`config.mk`:
```
export PLATFORM = sky130hd
export DESIGN_NAME = id_ex_stage
export DESIGN_NICKNAME = d
export VERILOG_FILES = /design/src/rtl/rv_pipe_pkg.sv /design/src/rtl/fwd_unit.sv /design/src/rtl/id_ex_stage.sv
export SDC_FILE = /design/constraint.sdc
export NUM_CORES = 1
export LEC_CHECK = 0
export BUFFER_PORTS_ARGS = -buffer_cell sky130_fd_sc_hd__buf_2
export CORE_MARGIN = 2
export CORE_UTILIZATION = 25
export DETAILED_ROUTE_END_ITERATION = 8
export PLACE_DENSITY_LB_ADDON = 0.1
export SYNTH_ARGS = -nofsm -noshare
export SYNTH_HDL_FRONTEND = slang
export SYNTH_SLANG_ARGS = --single-unit
```
`constraint.sdc`:
```
create_clock -name clk -period 4.71 [get_ports clk]
set_input_delay 0.471 -clock clk [delete_from_list [all_inputs] [get_ports clk]]
set_output_delay 0.471 -clock clk [all_outputs]
set_load 0.05 [all_outputs]
```
`src/rtl/rv_pipe_pkg.sv`:
```
// rv_pipe_pkg: shared types for the RV32I pipeline registers.
//   id_ex_t    - registered contents of the ID/EX stage
//   fwd_sel_e  - operand source choice made by fwd_unit
//   id_ex_clear() - the reset/flush value of id_ex_t (op = ALU_ADD)
// The ALU opcode type and encodings normally come from the shared ALU
// define header; the guarded block below only supplies them when that
// header has not already been seen in this compilation.

`ifndef ALU_si
`define ALU_si logic [3:0]
`define ALU_ADD 4'd0
`define ALU_SUB 4'd1
`define ALU_AND 4'd2
`define ALU_OR  4'd3
`define ALU_XOR 4'd4
`endif

package rv_pipe_pkg;

  // Widths of the registered fields; the stage parameters must match these.
  localparam int PIPE_XLEN    = 32;
  localparam int PIPE_RADDR_W = 5;

  typedef enum logic [1:0] {
    FWD_RF = 2'd0,
    FWD_EX = 2'd1,
    FWD_WB = 2'd2
  } fwd_sel_e;

  typedef struct packed {
    logic                    valid;
    logic [PIPE_XLEN-1:0]    src1;
    logic [PIPE_XLEN-1:0]    src2;
    `ALU_si                  op;
    logic [PIPE_RADDR_W-1:0] rd_addr;
    logic                    is_load;
  } id_ex_t;

  function automatic id_ex_t id_ex_clear();
    id_ex_t c;
    c         = '0;
    c.op      = `ALU_ADD;
    return c;
  endfunction

endpackage

```
`src/rtl/fwd_unit.sv`:
```
// fwd_unit: combinational operand-source selection for both sources.
//   rs1_addr/rs2_addr, rs1_used/rs2_used : decoded sources
//   ex_we/ex_rd, wb_we/wb_rd             : EX/MEM and write-back buses
//   rs1_sel/rs2_sel                      : FWD_EX > FWD_WB > FWD_RF; x0 is always FWD_RF
//   rs1_hit/rs2_hit                      : source is read and matches a live bus

`ifndef ALU_si
`define ALU_si logic [3:0]
`define ALU_ADD 4'd0
`define ALU_SUB 4'd1
`define ALU_AND 4'd2
`define ALU_OR  4'd3
`define ALU_XOR 4'd4
`endif

module fwd_unit
  import rv_pipe_pkg::*;
#(
  parameter int RADDR_W = 5
) (
  input  logic [RADDR_W-1:0] rs1_addr,
  input  logic [RADDR_W-1:0] rs2_addr,
  input  logic               rs1_used,
  input  logic               rs2_used,
  input  logic               ex_we,
  input  logic [RADDR_W-1:0] ex_rd,
  input  logic               wb_we,
  input  logic [RADDR_W-1:0] wb_rd,
  output fwd_sel_e           rs1_sel,
  output fwd_sel_e           rs2_sel,
  output logic               rs1_hit,
  output logic               rs2_hit
);

  function automatic fwd_sel_e pick(input logic [RADDR_W-1:0] a,
                                    input logic               e_we,
                                    input logic [RADDR_W-1:0] e_rd,
                                    input logic               w_we,
                                    input logic [RADDR_W-1:0] w_rd);
    fwd_sel_e s;
    s = FWD_RF;
    if (a != '0) begin
      if (e_we && (e_rd == a))      s = FWD_EX;
      else if (w_we && (w_rd == a)) s = FWD_WB;
    end
    return s;
  endfunction

  assign rs1_sel = pick(rs1_addr, ex_we, ex_rd, wb_we, wb_rd);
  assign rs2_sel = pick(rs2_addr, ex_we, ex_rd, wb_we, wb_rd);

  assign rs1_hit = rs1_used && (rs1_sel != FWD_RF);
  assign rs2_hit = rs2_used && (rs2_sel != FWD_RF);

endmodule

```
`src/rtl/id_ex_stage.sv`:
```
// id_ex_stage: ID/EX pipeline register feeding the ALU.
//   Decode side : in_valid/in_ready, in_rs*_addr/used/data, in_imm, in_use_imm,
//                 in_rd_addr, in_is_load, in_op
//   Bypass      : ex_fwd_we/rd/data, wb_fwd_we/rd/data
//   Control     : stall_in (hold), flush (kill held instruction)
//   ALU side    : src1, src2, op, alu_enable (= out_valid)
//   To EX/MEM   : out_valid, out_rd_addr, out_is_load
// Build option ID_EX_FORWARD_EN: when defined, operands are bypassed from the
// EX and WB buses and only a load-use dependence stalls; when undefined there
// is no bypass and any dependence on the held, EX or WB result stalls.
// All outputs except in_ready come straight from the stage register.

`ifndef ALU_si
`define ALU_si logic [3:0]
`define ALU_ADD 4'd0
`define ALU_SUB 4'd1
`define ALU_AND 4'd2
`define ALU_OR  4'd3
`define ALU_XOR 4'd4
`endif

module id_ex_stage
  import rv_pipe_pkg::*;
#(
  parameter int XLEN    = 32,
  parameter int RADDR_W = 5
) (
  input  logic               clk,
  input  logic               rst,
  input  logic               in_valid,
  output logic               in_ready,
  input  logic [RADDR_W-1:0] in_rs1_addr,
  input  logic [RADDR_W-1:0] in_rs2_addr,
  input  logic               in_rs1_used,
  input  logic               in_rs2_used,
  input  logic [XLEN-1:0]    in_rs1_data,
  input  logic [XLEN-1:0]    in_rs2_data,
  input  logic [XLEN-1:0]    in_imm,
  input  logic               in_use_imm,
  input  logic [RADDR_W-1:0] in_rd_addr,
  input  logic               in_is_load,
  input  `ALU_si             in_op,
  input  logic               ex_fwd_we,
  input  logic [RADDR_W-1:0] ex_fwd_rd,
  input  logic [XLEN-1:0]    ex_fwd_data,
  input  logic               wb_fwd_we,
  input  logic [RADDR_W-1:0] wb_fwd_rd,
  input  logic [XLEN-1:0]    wb_fwd_data,
  input  logic               stall_in,
  input  logic               flush,
  output logic [XLEN-1:0]    src1,
  output logic [XLEN-1:0]    src2,
  output `ALU_si             op,
  output logic               alu_enable,
  output logic               out_valid,
  output logic [RADDR_W-1:0] out_rd_addr,
  output logic               out_is_load
);

  id_ex_t          q;
  fwd_sel_e        rs1_sel, rs2_sel;
  logic            rs1_hit, rs2_hit;
  logic            dep1, dep2, pend, hazard;
  logic [XLEN-1:0] opnd1, opnd2;

  fwd_unit #(.RADDR_W(RADDR_W)) u_fwd (
    .rs1_addr (in_rs1_addr),
    .rs2_addr (in_rs2_addr),
    .rs1_used (in_rs1_used),
    .rs2_used (in_rs2_used),
    .ex_we    (ex_fwd_we),
    .ex_rd    (ex_fwd_rd),
    .wb_we    (wb_fwd_we),
    .wb_rd    (wb_fwd_rd),
    .rs1_sel  (rs1_sel),
    .rs2_sel  (rs2_sel),
    .rs1_hit  (rs1_hit),
    .rs2_hit  (rs2_hit)
  );

  // Dependence of the incoming instruction on the one held in this stage.
  // A nonzero source matching rd implies rd != 0.
  assign dep1 = in_rs1_used && (in_rs1_addr != '0) && (in_rs1_addr == q.rd_addr);
  assign dep2 = in_rs2_used && (in_rs2_addr != '0) && (in_rs2_addr == q.rd_addr);
  assign pend = q.valid && (dep1 || dep2);

`ifdef ID_EX_FORWARD_EN
  // Only a held load cannot be bypassed: its data reaches ex_fwd next cycle.
  assign hazard = pend && q.is_load;

  always_comb begin
    opnd1 = in_rs1_data;
    case (rs1_sel)
      FWD_EX:  opnd1 = ex_fwd_data;
      FWD_WB:  opnd1 = wb_fwd_data;
      default: opnd1 = in_rs1_data;
    endcase
  end

  always_comb begin
    opnd2 = in_rs2_data;
    case (rs2_sel)
      FWD_EX:  opnd2 = ex_fwd_data;
      FWD_WB:  opnd2 = wb_fwd_data;
      default: opnd2 = in_rs2_data;
    endcase
    if (in_use_imm) opnd2 = in_imm;
  end

  logic unused_fwd;
  assign unused_fwd = rs1_hit ^ rs2_hit;
`else
  // No bypass: wait until the producer has left every stage we could see.
  assign hazard = pend || rs1_hit || rs2_hit;
  assign opnd1  = in_rs1_data;
  assign opnd2  = in_use_imm ? in_imm : in_rs2_data;

  logic unused_fwd;
  assign unused_fwd = ^{ex_fwd_data, wb_fwd_data, rs1_sel, rs2_sel};
`endif

  // Handshake: an instruction transfers on a rising edge where in_valid and
  // in_ready are both 1. in_ready never looks at in_valid and is not lowered
  // by flush (decode is flushed by the same signal).
  assign in_ready = !stall_in && !hazard;

  // Priority: rst > flush > stall (hold) > hazard/empty bubble > accept.
  always_ff @(posedge clk) begin
    if (rst || flush) begin
      q <= id_ex_clear();
    end else if (!stall_in) begin
      if (in_valid && !hazard) begin
        q.valid   <= 1'b1;
        q.src1    <= opnd1;
        q.src2    <= opnd2;
        q.op      <= in_op;
        q.rd_addr <= in_rd_addr;
        q.is_load <= in_is_load;
      end else begin
        q.valid   <= 1'b0;
      end
    end
  end

  assign src1        = q.src1;
  assign src2        = q.src2;
  assign op          = q.op;
  assign out_valid   = q.valid;
  assign alu_enable  = q.valid;
  assign out_rd_addr = q.rd_addr;
  assign out_is_load = q.is_load;

endmodule

```
==> impl_metrics.toml <==
[outcome]
outcome = "completed"

[synthesis]
syn_inst = 397
avgSynthCellArea_sq_um = 8.81
synth.area.top_cells = "dfxtp_1 43%, a21oi_1 11%, mux2i_1 9.2%"
yosys_warnings = 0
synth_fp_nets = 597
ys_ff_latch = 75
synth_area_sq_um = 3500
synth_top_area_cell = "dfxtp_1"
yosysSeqAreaShare = 0.429
synth-edff-count = 0
ys.flop_type = "dfxtp_1"
synth_top_area_share = 0.429
synth-async-reset-ratio = 0
yosysUniqueCellTypes = 30

[clock_tree]
cts-root-buf = "clkbuf_16"
ctsHtreeMaxLevel = 3
cts_resized = 0
cts_tree = "yes"
cts_setup_buffers = 0
clkSinkCount = 75
cts_hold_buf = 0
clock_latency_ns = 0.33
cts_buffer_depth = 2
numCtsBuffers = 9
clk_pin_slew_worst_paths_ns = 0.06

[cells_and_area]
final_util = 0.360
register_area_sq_um = 1500
final_nets = 787
fillers = 1507
num_antenna_cells = 0
syn2layout_area_growth_pct = 41.8
drive_gt1_frac = 0.404
multiInputGateArea_sq_um = 1820

[hold_path]
min_path_type = "in -> reg"
hold_depth = 3
hold_start = "in_rs1_data[12]"
min_delay_worst_endpoint = "src1[12]"

[worst_setup_path]
setup.worst_path.start_class = "flip-flop"
crit_type = "reg -> out"
r2r_slack_ns = 2.35
cp_max_fo = 14
worstPathRequired_ns = 4.24
cp-end-kind = "output pin"
reg2reg_from = "out_rd_addr[4]"
r2r_cells = 7
r2r_end = "src2[20]"
arrival_ns = 2.13

[sta]
finalCriticalPeriod_ns = 2.60
hold_viol_final = 0
finClkSkew_ns = 0.00407
slew_violations = 0
grt_setup_unrepaired = "no"
fin_crit_sh = 0.553
fmax_ghz = 0.384
setup_viol = 0
tightest_slew_ns = 0.876
final.setup.tns_ns = 0
slew_headroom = 0.416

[drt]
num_vias = 3666
routedWlPerCell_um = 15.2
drt_iter0_markers = 200
drc = 0
antenna_left = 0
wl_um = 11700
dr.pass1.iters = 4
drt-vias-per-instance = 4.75

[global_routing]
grt_max_degree = 65
grt_pass1_wl_um = 17900
grt_overflow = 0
grt_use_total = 0.152
grt_pass1_vias = 3603
grt_antenna_before_repair = 0

[placement]
port_buffers = 212
gp_congestion = 0.853
post-dp-hpwl_um = 8120

[floorplan]
start_util = 0.254
die_h_um = 122
die_width_um = 122
core_sq_um = 13800
std_cell_rows = 43
die_area_sq_um = 15000
io_pins = 277

[job]
maxCapViolations = 0

[pwr]
p_leak_nw = 2.25
ir_drop_mv = 0.135
powerDensity_nw_per_um2 = 328
==> cells in the mapped netlist (all sizes together), types with 2 or more instances <==
cell type and count:
nand4 2, a211oi 32, clkbuf 21, a311oi 2
nand3 45, nor2 4, a21oi 74, xor2 17
a31o 2, o21ai 43, nand2 4, dfxtp 75
xnor2 13, buf 19, mux2i 32, nor4 4
==> cells in the final DEF, fill, tap and decap left out <==
cell type / synthesis / routed
o21ai_0: 41 / 41
dfxtp_1: 75 / 75
nor2_2: 1 / 1
o22ai_1: 1 / 1
o21ai_1: 2 / 2
nand3_1: 45 / 45
mux2i_1: 32 / 32
buf_4: 2 / 7
clkinv_2: 0 / 3
xnor2_1: 13 / 13
a211oi_1: 32 / 32
inv_1: 1 / 1
a311oi_4: 0 / 1
nand4_1: 2 / 2
nor3_1: 1 / 1
a22oi_1: 1 / 1
a31o_2: 1 / 1
nor2_1: 3 / 3
clkinv_4: 0 / 1
a31o_1: 1 / 1
clkbuf_8: 0 / 1
a31oi_4: 0 / 1
bufinv_16: 0 / 1
or4_1: 1 / 1
nand2_1: 4 / 4
xor2_1: 17 / 17
a311o_1: 1 / 1
clkbuf_16: 0 / 9
or2_2: 1 / 1
buf_2: 15 / 212
a311oi_1: 1 / 1
nor4_1: 4 / 4
a21oi_1: 74 / 74
==> sequential cells by signal (all words and copies together), names as in the netlist <==
register     cells
alu_enable       1
op               4
out_is_load      1
out_rd_addr      5
src1            32
src2            32
==> how the worst max path moves through the flow <==
| stage | startpoint | to |
|---|---|---|
| global placement | in_rs2_addr[0] | src2[1] |
| global route | in_rs2_addr[0] | src2[28] |
| CTS | out_rd_addr[2] | in_ready |
| finish | out_rd_addr[2] | in_ready |
| floorplan | in_rs2_addr[0] | in_ready |
| detailed placement | in_rs2_addr[0] | src2[6] |
==> where the power goes <==
part	internal, mW	total (mW)	switching (mW)
Combinational	0.104	0.283	0.179
Clock	0.419	0.679	0.259
Sequential	0.653	0.662	0.00953
Total	1.18	1.62	0.447
==> final cells by class <==
type,count,share of cell area
Clock buffer,10,0.0482
Clock inverter,5,0.0109
Inverter,1,0.000757
Multi-Input combinational cell,281,0.367
Sequential cell,75,0.303
Tap cell,180,0.0454
Timing Repair Buffer,219,0.225
==> worst max-delay path, stage by stage (launching register included) <==
cell,delay (ns)
dfxtp_1,0.36
xor2_1,0.18
nor4_1,0.27
nand3_1,0.21
a31oi_4,0.44
a311oi_1,0.10
buf_2,0.24
==> per-stage QoR <==
stage               instance area (sq um)  instances  power, mW  hold slack, ns  worst slack (ns)
global placement                     4660        756      0.960           0.459              1.87
finish                               4960        771       1.62           0.388              2.11
global route                         4960        771       1.70           0.378              1.99
floorplan                            3500        397      0.854           0.619              1.55
detailed placement                   4660        756      0.964           0.465              1.84
CTS                                  4960        771       1.65           0.376              2.09
==> cell families (layout without fill, tap and decap cells) <==
group	count (synthesis)	after routing	share of synthesized area
flip-flops	75	75	0.429
buffers and inverters	41	235	0.0558
XOR/XNOR	30	30	0.0751
multiplexers	32	32	0.0916
AND/OR/NAND/NOR	62	62	0.0898
AO/OA/AOI/OAI	157	157	0.258
==> metal layers <==
metal  track usage  routed length (um)  vias up
met1         0.189                5320     1685
met3        0.0451                 914        6
met2         0.254                5360      136
li1              -                   -     1839
met4        0.0453                 115        0
met5             0                   0        -
Power figures use the tool's default switching activity.
